$ cat config.mk
export PLATFORM = sky130hd
export DESIGN_NAME = clock_handler_module
export DESIGN_NICKNAME = d
export VERILOG_FILES = /design/src/rtl/clock_handler_pkg.sv /design/src/rtl/baud_divider.sv /design/src/rtl/clock_handler_module.sv
export SDC_FILE = /design/constraint.sdc
export NUM_CORES = 1
export LEC_CHECK = 0
export BUFFER_PORTS_ARGS = -buffer_cell sky130_fd_sc_hd__buf_2
export CORE_ASPECT_RATIO = 0.75
export CORE_MARGIN = 5
export CORE_UTILIZATION = 34
export CTS_CLUSTER_DIAMETER = 120
export CTS_CLUSTER_SIZE = 16
export DETAILED_ROUTE_END_ITERATION = 8
export GPL_ROUTABILITY_DRIVEN = 0
export GPL_TIMING_DRIVEN = 0
export PLACE_DENSITY = 0.5
export SYNTH_ARGS = -nofsm -noshare
export SYNTH_HDL_FRONTEND = slang
export SYNTH_SLANG_ARGS = --single-unit
$ cat constraint.sdc
create_clock -name clk -period 3.65 [get_ports clk]
set_clock_uncertainty 0.2 [all_clocks]
set_input_delay 0.5475 -clock clk [delete_from_list [all_inputs] [get_ports clk]]
set_output_delay 0.5475 -clock clk [all_outputs]
set_load 0.03 [all_outputs]
$ cat src/rtl/clock_handler_pkg.sv
// Shared constants for the UART baud clock handler: code map, baud table,
// divisor arithmetic and the power-on code.
package clock_handler_pkg;

  localparam int NUM_CODES = 7;

  typedef enum logic [3:0] {
    BAUD_2400   = 4'd0,
    BAUD_4800   = 4'd1,
    BAUD_9600   = 4'd2,
    BAUD_19200  = 4'd3,
    BAUD_38400  = 4'd4,
    BAUD_57600  = 4'd5,
    BAUD_115200 = 4'd6
  } baud_code_e;

  localparam logic [3:0] DEFAULT_CODE = BAUD_9600;

  localparam int BAUD_TABLE [NUM_CODES] = '{
    2400, 4800, 9600, 19200, 38400, 57600, 115200
  };

  // Rounded to nearest: adding half of the 16x rate before dividing.
  function automatic int baud_divisor(input int clk_freq,
                                      input int baud);
    return (clk_freq + 8 * baud) / (16 * baud);
  endfunction

  function automatic logic code_is_valid(input logic [3:0] code);
    return code < 4'(NUM_CODES);
  endfunction

endpackage

$ cat src/rtl/baud_divider.sv
// Free-running 0..divisor-1 counter producing a one-cycle 16x baud enable.
// A restart forces the count back to zero for a clean rate change.
module baud_divider
  import clock_handler_pkg::*;
#(
  parameter int DIV_W = 12
) (
  input  logic             clk,
  input  logic             rst,
  input  logic [DIV_W-1:0] divisor,
  input  logic             restart,
  output logic             tick
);

  logic [DIV_W-1:0] cnt_q;
  logic             wrap;

  assign wrap = (cnt_q == divisor - DIV_W'(1));
  assign tick = wrap;

  always_ff @(posedge clk or negedge rst) begin
    if (!rst) begin
      cnt_q <= '0;
    end else if (restart || wrap) begin
      cnt_q <= '0;
    end else begin
      cnt_q <= cnt_q + DIV_W'(1);
    end
  end

endmodule

$ cat src/rtl/clock_handler_module.sv
// Baud-select command decode and the active-code register.
// Readback on data_out/data_out_valid exists only with CLOCK_HANDLER_READBACK_EN.
module clock_handler_module
  import clock_handler_pkg::*;
#(
  parameter int         CLK_FREQ    = 100_000_000,
  parameter logic [3:0] MODULE_ADDR = 4'h1
) (
  input  logic       clk,
  input  logic       rst,
  input  logic [3:0] address,
  input  logic [3:0] data,
  input  logic       valid,
  output logic       ack,
  output logic [3:0] data_out,
  output logic       data_out_valid,
  output logic       clk_16bd
);

  localparam int MAX_DIV = baud_divisor(CLK_FREQ, BAUD_TABLE[0]);
  localparam int DIV_W   = $clog2(MAX_DIV + 1);

  logic [DIV_W-1:0] div_tab [NUM_CODES];
  logic [DIV_W-1:0] divisor;
  logic             valid_q;
  logic             ack_q;
  logic [3:0]       code_q;
  logic [3:0]       code_d;
  logic             rise;
  logic             hit;
  logic             restart;

  for (genvar g = 0; g < NUM_CODES; g++) begin : g_div
    assign div_tab[g] = DIV_W'(baud_divisor(CLK_FREQ, BAUD_TABLE[g]));
  end

  always_comb begin
    divisor = div_tab[DEFAULT_CODE];
    for (int i = 0; i < NUM_CODES; i++) begin
      if (code_q == 4'(i)) divisor = div_tab[i];
    end
  end

  assign rise    = valid & ~valid_q;
  assign hit     = rise && (address == MODULE_ADDR);
  assign restart = hit && code_is_valid(data);
  assign code_d  = restart ? data : code_q;
  assign ack     = ack_q;

  always_ff @(posedge clk or negedge rst) begin
    if (!rst) begin
      valid_q <= 1'b0;
      ack_q   <= 1'b0;
      code_q  <= DEFAULT_CODE;
    end else begin
      valid_q <= valid;
      ack_q   <= hit;
      code_q  <= code_d;
    end
  end

`ifdef CLOCK_HANDLER_READBACK_EN
  logic [3:0] dout_q;
  logic       dov_q;

  always_ff @(posedge clk or negedge rst) begin
    if (!rst) begin
      dout_q <= DEFAULT_CODE;
      dov_q  <= 1'b0;
    end else begin
      dov_q <= hit;
      if (hit) dout_q <= code_d;
    end
  end

  assign data_out       = dout_q;
  assign data_out_valid = dov_q;
`else
  assign data_out       = 4'h0;
  assign data_out_valid = 1'b0;
`endif

  baud_divider #(
    .DIV_W (DIV_W)
  ) u_div (
    .clk     (clk),
    .rst     (rst),
    .divisor (divisor),
    .restart (restart),
    .tick    (clk_16bd)
  );

endmodule

==> After elaboration in Yosys (flattened, before gate mapping) <==
Cells that the tools add are included.
{ "totals": {"reg_bits": 18, "latchBits": 0, "ram_bits": 0, "romBits": 0, "in_bits": 11, "output_inout_bits": 7, "elab_cells": 29, "memories": 0} }
{ "op_classes": {"add_sub_neg": 2, "mul": 0, "div_mod_pow": 0, "order_cmp": 1, "eq_ne": 8, "n_shift": 0, "mux": 8, "n_bitwise": 2, "reduce_logical": 4} }
{ "ops": {"columns": ["operator", "count"], "rows": [
  ["$mux 12", 8],
  ["$add 12x1->12 const B", 1],
  ["$eq 12x12->1", 1],
  ["$eq 4x3->1 const B", 3],
  ["$sub 12x1->12 const B", 1],
  ["$eq 4x1->1 const B", 2],
  ["$eq 4x2->1 const B", 2],
  ["$logic_not 4->1", 1],
  ["$lt 4x3->1 const B", 1],
  ["$logic_and 1x1->1", 2],
  ["$and 1x1->1", 1],
  ["$logic_or 1x1->1", 1],
  ["$not 1->1", 1]
]} }

==> Depth between registers and ports, before layout <==
Gate-level depths: netlist of the first run.
{ "depth": {"word_depth": 12, "mapped_depth": 12, "mapped_depth_nobuf": 10} }

==> By module <==
From an unflattened synthesis of the first run, not the netlist that was laid out.
{ "unflattened": {"cells_unflattened": 188, "area_unflattened_um2": 1676.6} }
{ "modules_own_cells": {"columns": ["mod", "instances", "cells_per_inst", "area_each_um2", "seq_area_each_um2"], "rows": [
  ["baud_divider", 1, 130, 1184.9, 300.3],
  ["clock_handler_module", 1, 58, 491.7, 151.4]
]} }

==> Worst setup path before layout of the first run <==
No wires, ideal clock.
{ "synth_path": {"kind": "reg-to-output", "from": "register code_q[1]", "to": "output clk_16bd", "t_arrival_ns": 2.489, "required_time_ns": 2.902, "slack_ns": 0.414, "stages_incl_launch_ff": 12, "n_path_buf": 2, "path_cell_list": "dfstp_2 > buf_4 > and2b_1 > xnor2_1 > and2_1 > ha_1 > nor3b_1 > a2111oi_0 > or4b_1 > o311a_1 > nor4_4 > buf_6"} }
{ "synth_between": {"elab_chain_cells": 10, "elab_cells_between_ends": 16, "cone_classes": "add/sub (1); eq/ne (7); mux (7); reduce/logical (1)"} }
{ "synth_lines": {"columns": ["element", "line_no", "rtl"], "rows": [
  ["from (decl)", "clock_handler_module.sv:27", "logic [3:0] code_q;"],
  ["from (signal assigned)", "clock_handler_module.sv:58", "code_q <= code_d;"],
  ["$logic_not 4->1", "clock_handler_module.sv:40", "if (code_q == 4'(i)) divisor = div_tab[i];"],
  ["$mux 12 (6 in a row)", "clock_handler_module.sv:40", null],
  ["$mux 12 (*)", "clock_handler_module.sv:40", null],
  ["$sub 12x1->12 (*)", "baud_divider.sv:18", "assign wrap = (cnt_q == divisor - DIV_W'(1));"],
  ["$eq 12x12->1 (*)", "baud_divider.sv:18", null],
  ["to (decl)", "clock_handler_module.sv:17", "output logic clk_16bd"]
]} }
Mark *: on every way between the ends. The rest lies on a longest branch, timed or not.

==> Worst setup path in the final report of the first run <==
{ "layout_path": {"from": "register code_q[0]", "to": "output clk_16bd"} }
Same word-level chain as after synthesis.

==> results of run 1 <==
stage by stage:
step / setup WS [ns] / utilization, %
global route: -0.00905 / 43.1
CTS: 0.0211 / 42.0
floorplan: 0.414 / -
global placement: -0.00423 / 39.2
detailed placement: -0.0403 / 39.2
finish: 0.121 / 43.1
repair_timing:
item                                   in CTS  in global routing
endpoints found under the hold margin       0                  0
resized for setup                           7                  6
setup buffers                               4                  1
setup endpoints to repair                   1                  1
pin swaps                                   1                  3
placed cells by master, fill, tap and decap left out, types with 2 or more instances in the layout:
cell and n:
a21oi_1 7, and2_1 2, and3_1 3, buf_2 12, buf_4 12, buf_6 4
clkbuf_1 5, clkbuf_8 4, conb_1 5, dfrtp_1 17, inv_1 6, mux2_2 3
nand2_1 14, nand2b_1 2, nand3_1 5, nand3b_1 2, nor2_1 17, nor3_1 5
nor3b_1 3, nor4_1 2, o21ai_0 5, xnor2_1 8, xor2_1 8
flip-flops by register name (all words and copies together) (netlist names):
name / flops
ack: 1
code_q: 4
u_div.cnt_q: 12
valid_q: 1
worst min-delay path by stage:
stage	start	end	slack, ns
floorplan	rst	ack$_DFF_PN0_	0.05
global placement	rst	valid_q$_DFF_PN0_	0.30
detailed placement	rst	valid_q$_DFF_PN0_	0.30
CTS	rst	valid_q$_DFF_PN0_	0.02
global route	rst	valid_q$_DFF_PN0_	0.04
finish	rst	valid_q$_DFF_PN0_	0.02
metal layers:
metal,vias up,GRT usage [%]
li1,553,-
met1,538,19.6
met2,21,19.7
met3,4,3.42
met4,0,3.16
met5,-,0
where the power goes:
part | internal, W | switching [W] | leakage, nW
sequential | 0.000242 | 0.0000356 | 0.232
clock | 0.0000960 | 0.0000702 | 0.0288
combinational | 0.000166 | 0.000223 | 0.479
cell families (layout without fill, tap and decap cells):
group,after synthesis,after routing,share of synthesized area [%]
xor gates and xnor gates,18,18,12.2
muxes,3,3,2.61
buffers and inverters,23,43,10.2
AOI/OAI and AO/OA,21,21,10.1
adders and majority gates,2,2,1.93
and+or+nand+nor,66,66,27.9
other,1,5,0.290
DFF,18,18,34.9
layout make-up:
cell class	instances	area (um^2)	share of cell area, %
Buffer	16	110	6.97
Clock buffer	4	55.1	3.49
Inverter	6	22.5	1.43
Multi-Input combinational cell	115	771	48.8
Sequential cell	18	452	28.6
Tap cell	52	65.1	4.12
Timing Repair Buffer	17	104	6.58
==> impl_results.md, run 1 <==
* Yosys top cell by area: dfrtp_1
* Setup CP Type: flop to primary output
* Top cells by count, synth: 17 x dfrtp_1, 17 x nor2_1, 14 x nand2_1
* Clock Path Buffers at 2
* Syn avg cell area at between 8 and 9 um^2
* Crit-path cells: and2b_1 -> xnor2_2 -> and2_1 -> ha_2 -> nor3b_2 -> a2111oi_0 -> or4b_1 -> o311a_1 -> nor4_4 -> buf_6 -> buf_6
* Sequential-to-total area share from yosys stat at a little over a third
* Initial antenna violation count at 0
* Reg-to-reg startpoint: code_q[0]$_DFFE_PN0P_
* R2R setup slack at 0.63 ns
* CP endpoint kind: primary output
* Metal-1 WL at around 1600 um
* Reg-to-Reg End: u_div.cnt_q[4]$_DFF_PN0_
* Total die area at ~5000 um^2
* First-pass GRT wire length at 5310 um
* Largest net degree at the start of global routing at 19
* Root buf cell: clkbuf_8
* CTS clk-pin slew, worst paths at ~0.07 ns
* Worst r2r path cells at 13
* Final setup violation count at 0
* Post-DRT Antenna Nets at 0
* Power Density at approximately 530 nW/um^2
* Worst min path class: primary input to asynchronous set/reset pin
* Final Instance Area at 1580 um^2
* Core area at ~3700 um^2
* Starting density of the core at around 35%
* Max-cap viol count at 0
* Met3 WL at 92 um
* IO buf count at 12
* CTS tree: done
* Pre-antenna DRT Iters at 4
* Ranking of synthesized cells by area: dfrtp_1 33%, xnor2_1 6.1%, xor2_1 6.1%
* Layout filler cell count at 383
* Vias per cell at a little under 5
* Number of synthesized register bits at 18
* Crit-path max cell delay at ~0.5 ns
* Asr flop ratio synth at 100%
* Synth warn at 0
* Crit path depth at 11
* Crit path max fanout at 4
* Fmax at between 200 and 300 MHz
* Overflow after GRT at 0
* DP Wirelength at 2250 um
* Yosys top cell area share at 32.9%
* Hold-fix buffers, CTS at 0
* Period utilisation layout at a little over nine tenths
* Highest routed layer: met4
* Chip width at between 80 and 90 um
* Sink Count at 18
* Worst skew pair latency at around 0.26 ns
* Crit path launch type: flop
* Vias at roughly 1,100
* Library cells used by synthesis at 40
* Avg WL per Cell at 13.7 um
* Tot GR Track Use at 13.5%
* H-tree levels at 1
* Area delta synth->final at 22.0%
* # DRC at 0
* CP arrival at 2.78 ns
* Crit path to: clk_16bd
* Status: finished, final reports clean
* Crit path buffers/inverters at 2
* Vias in the first global route at between 1,000 and 1,500
* Post-route insts no fill at ~230
* Final Hold Viols at 0
* Max Slew Vio Count at 0
* IO Pins at 18
* Iter 0 DRT Violations at 23
* Layout cells sized above 1 at between 20% and 30%
* Cell family with most CP delay: simple AND/OR/NAND/NOR gates
* Area after DPL at 1430 um^2
* DR WL met2 at roughly 1400 um
* Post-synth top flop: dfrtp_1
* Leakage power at 0.740 nW
* Setup_tns at 0 ns
* Synthesized area at around 1300 um^2
* N_diodes at 0
* Final net count at 190
* VDD IR max at 377 uV
* Mapped Cells at ~150
* Hold WS at 0.0183 ns
* CP required at between 2 and 3 ns
* Crit path launch: code_q[0]$_DFFE_PN0P_
* Final min period at about 3.5 ns
* Pwr Total at about 0.00083 W
* Num rows at 19
* EDFF count, synth at 0
* Routed WL at 3130 um
* Die Ht at 63.4 um
* Worst path slowest cell: or4b_1
* CP dominant cell by count: buf_6
* Placed insts at between 200 and 250
* CTS buffer count at 3
Power figures use the tool's default switching activity.
==> run 2, diff against run 1 <==
clock period = 4.03 ns   (was 3.65 ns; I/O delays follow)
==> impl_results.md, run 2 (synthesis results as in run 1) <==
* Clock Path Buffers at 2 (unchanged)
* Routed WL at 3010 um (-3.7%)
* Top reg by flops: u_div.cnt_q
* IO buf count at 12 (unchanged)
* Worst min path class: primary input to asynchronous set/reset pin
* Largest net degree at the start of global routing at 19 (unchanged)
* Die Ht at 63.4 um (unchanged)
* Overflow after GRT at 0 (unchanged)
* Num rows at 19 (unchanged)
* Layout cells sized above 1 at 21.7% (-3.3 points)
* Setup_tns at 0 ns (unchanged)
* Vias in the first global route at 1,078 (unchanged)
* Power Density at 482 nW/um^2 (-8.8%)
* Total die area at 5150 um^2 (unchanged)
* Leakage power at 0.722 nW (-2.4%)
* Chip width at 81.2 um (unchanged)
* CP required at 3.23 ns (+0.33 ns)
* Final Hold Viols at 0 (unchanged)
* Sink Count at 18 (unchanged)
* DP Wirelength at 2250 um (unchanged)
* Iter 0 DRT Violations at 34 (+48%)
* VDD IR max at 337 uV (-11%)
* # DRC at 0 (unchanged)
* Most frequent cells in the layout: 17 x nor2_1, 17 x dfrtp_1, 14 x nand2_1, 13 x buf_2, 11 x buf_4
* Number of flip-flops in the largest register at 12 (unchanged)
* Crit path launch type: flop
* Core area at 3660 um^2 (unchanged)
* Avg WL per Cell at 13.3 um (-3.3%)
* Post-DRT Antenna Nets at 0 (unchanged)
* Post-place setup slack at 0.283 ns (+0.323 ns)
* Final Instance Area at 1520 um^2 (-3.5%)
* CTS tree: done
* CP endpoint kind: primary output
* H-tree levels at 1 (unchanged)
* Tot GR Track Use at 13.0% (-0.41 points)
* Pre-antenna DRT Iters at 4 (unchanged)
* Crit path max fanout at 9 (+5)
* Status: finished, final reports clean
* Final net count at 189 (-0.53%)
* Root buf cell: clkbuf_8
* Period utilisation layout at a little over nine tenths
* Fmax at 258 MHz
* Max-cap viol count at 0 (unchanged)
* Final setup violation count at 0 (unchanged)
* RSZ-0062 raised after global routing: no
* Largest registers: u_div.cnt_q x12, code_q x4
* CP arrival at 3.07 ns (+0.29 ns)
* CTS buffer count at 3 (unchanged)
* Final WS setup at 0.156 ns (+0.0359 ns)
* Vias at 1,081 (-3.1%)
* N_diodes at 0 (unchanged)
* IO Pins at 18 (unchanged)
* First-pass GRT wire length at 5220 um (-1.8%)
* Starting density of the core at 35.3% (unchanged)
* Final min period at 3.87 ns
* Worst skew pair latency at 0.26 ns (about the same)
* Max Slew Vio Count at 0 (unchanged)
* Vias per cell at 4.76 (-2.7%)
* Setup CP Type: flop to primary output
* CTS clk-pin slew, worst paths at 0.07 ns (about the same)
* Area delta synth->final at 17.8%
* Initial antenna violation count at 0 (unchanged)
* Area after DPL at 1430 um^2 (unchanged)
[run 2: critical path, stage by stage (launching register included)]
cell,delay (ns)
dfstp_2,0.52
buf_4,0.14
and2b_1,0.15
xnor2_1,0.09
and2_1,0.17
ha_1,0.24
nor3b_1,0.18
a2111oi_0,0.09
or4b_1,0.50
o311a_1,0.16
nor4_4,0.21
buf_6,0.18
clkbuf_4,0.19
[run 2: per-stage QoR]
stage                     hold WS [ns]  util (%)  std cells  total power, W
after floorplan                  0.109         -        156        0.000506
after global placement           0.312      39.2        220        0.000569
after detailed placement         0.315      39.2        220        0.000580
after CTS                       0.0795      41.1        225        0.000737
after global routing             0.101      41.6        227        0.000796
final                           0.0713      41.6        227        0.000734
[run 2: timing repair]
action                                  CTS  global route
hold endpoints to repair                  0             0
buffers inserted                          1             2
pin swaps                                 1             1
endpoints found under the setup margin    1             1
hold buffers                              0             0
resized for setup                         1             3
[run 2: path summary, 6_finish.rpt]
check                                           start                        to  slack (ns)  depth (start not counted)
worst max-delay path            code_q[1]$_DFFE_PN1P_                  clk_16bd        0.16                         12
worst min-delay path                              rst         valid_q$_DFF_PN0_        0.07                          1
worst max register to register  code_q[1]$_DFFE_PN1P_  u_div.cnt_q[2]$_DFF_PN0_        0.95                         13
worst min register to register      valid_q$_DFF_PN0_             ack$_DFF_PN0_        0.33                          2
max in group asynchronous                         rst     code_q[1]$_DFFE_PN1P_        3.24                          1
min in group clk                                valid         valid_q$_DFF_PN0_        0.27                          1
[run 2: layout make-up]
cell class	count	area [um^2]
sequential	18	452
tap	52	65.1
clock buffer	4	55.1
fill	385	2140
buffer	17	111
multi-input combinational	115	733
timing repair buffer	15	85.1
inverter	6	22.5
[run 2: per-layer routing]
metal	vias up	GRT usage, %	routed length, um
li1	550	-	-
met1	510	18.9	1550
met2	17	19.1	1330
met3	4	3.42	104
met4	0	3.16	27
met5	-	0	0
[run 2: power by group]
part           internal, W  total (W)  switching (W)
clock network    0.0000869   0.000151      0.0000639
registers         0.000220   0.000251      0.0000311
logic             0.000138   0.000333       0.000194
total             0.000445   0.000734       0.000289
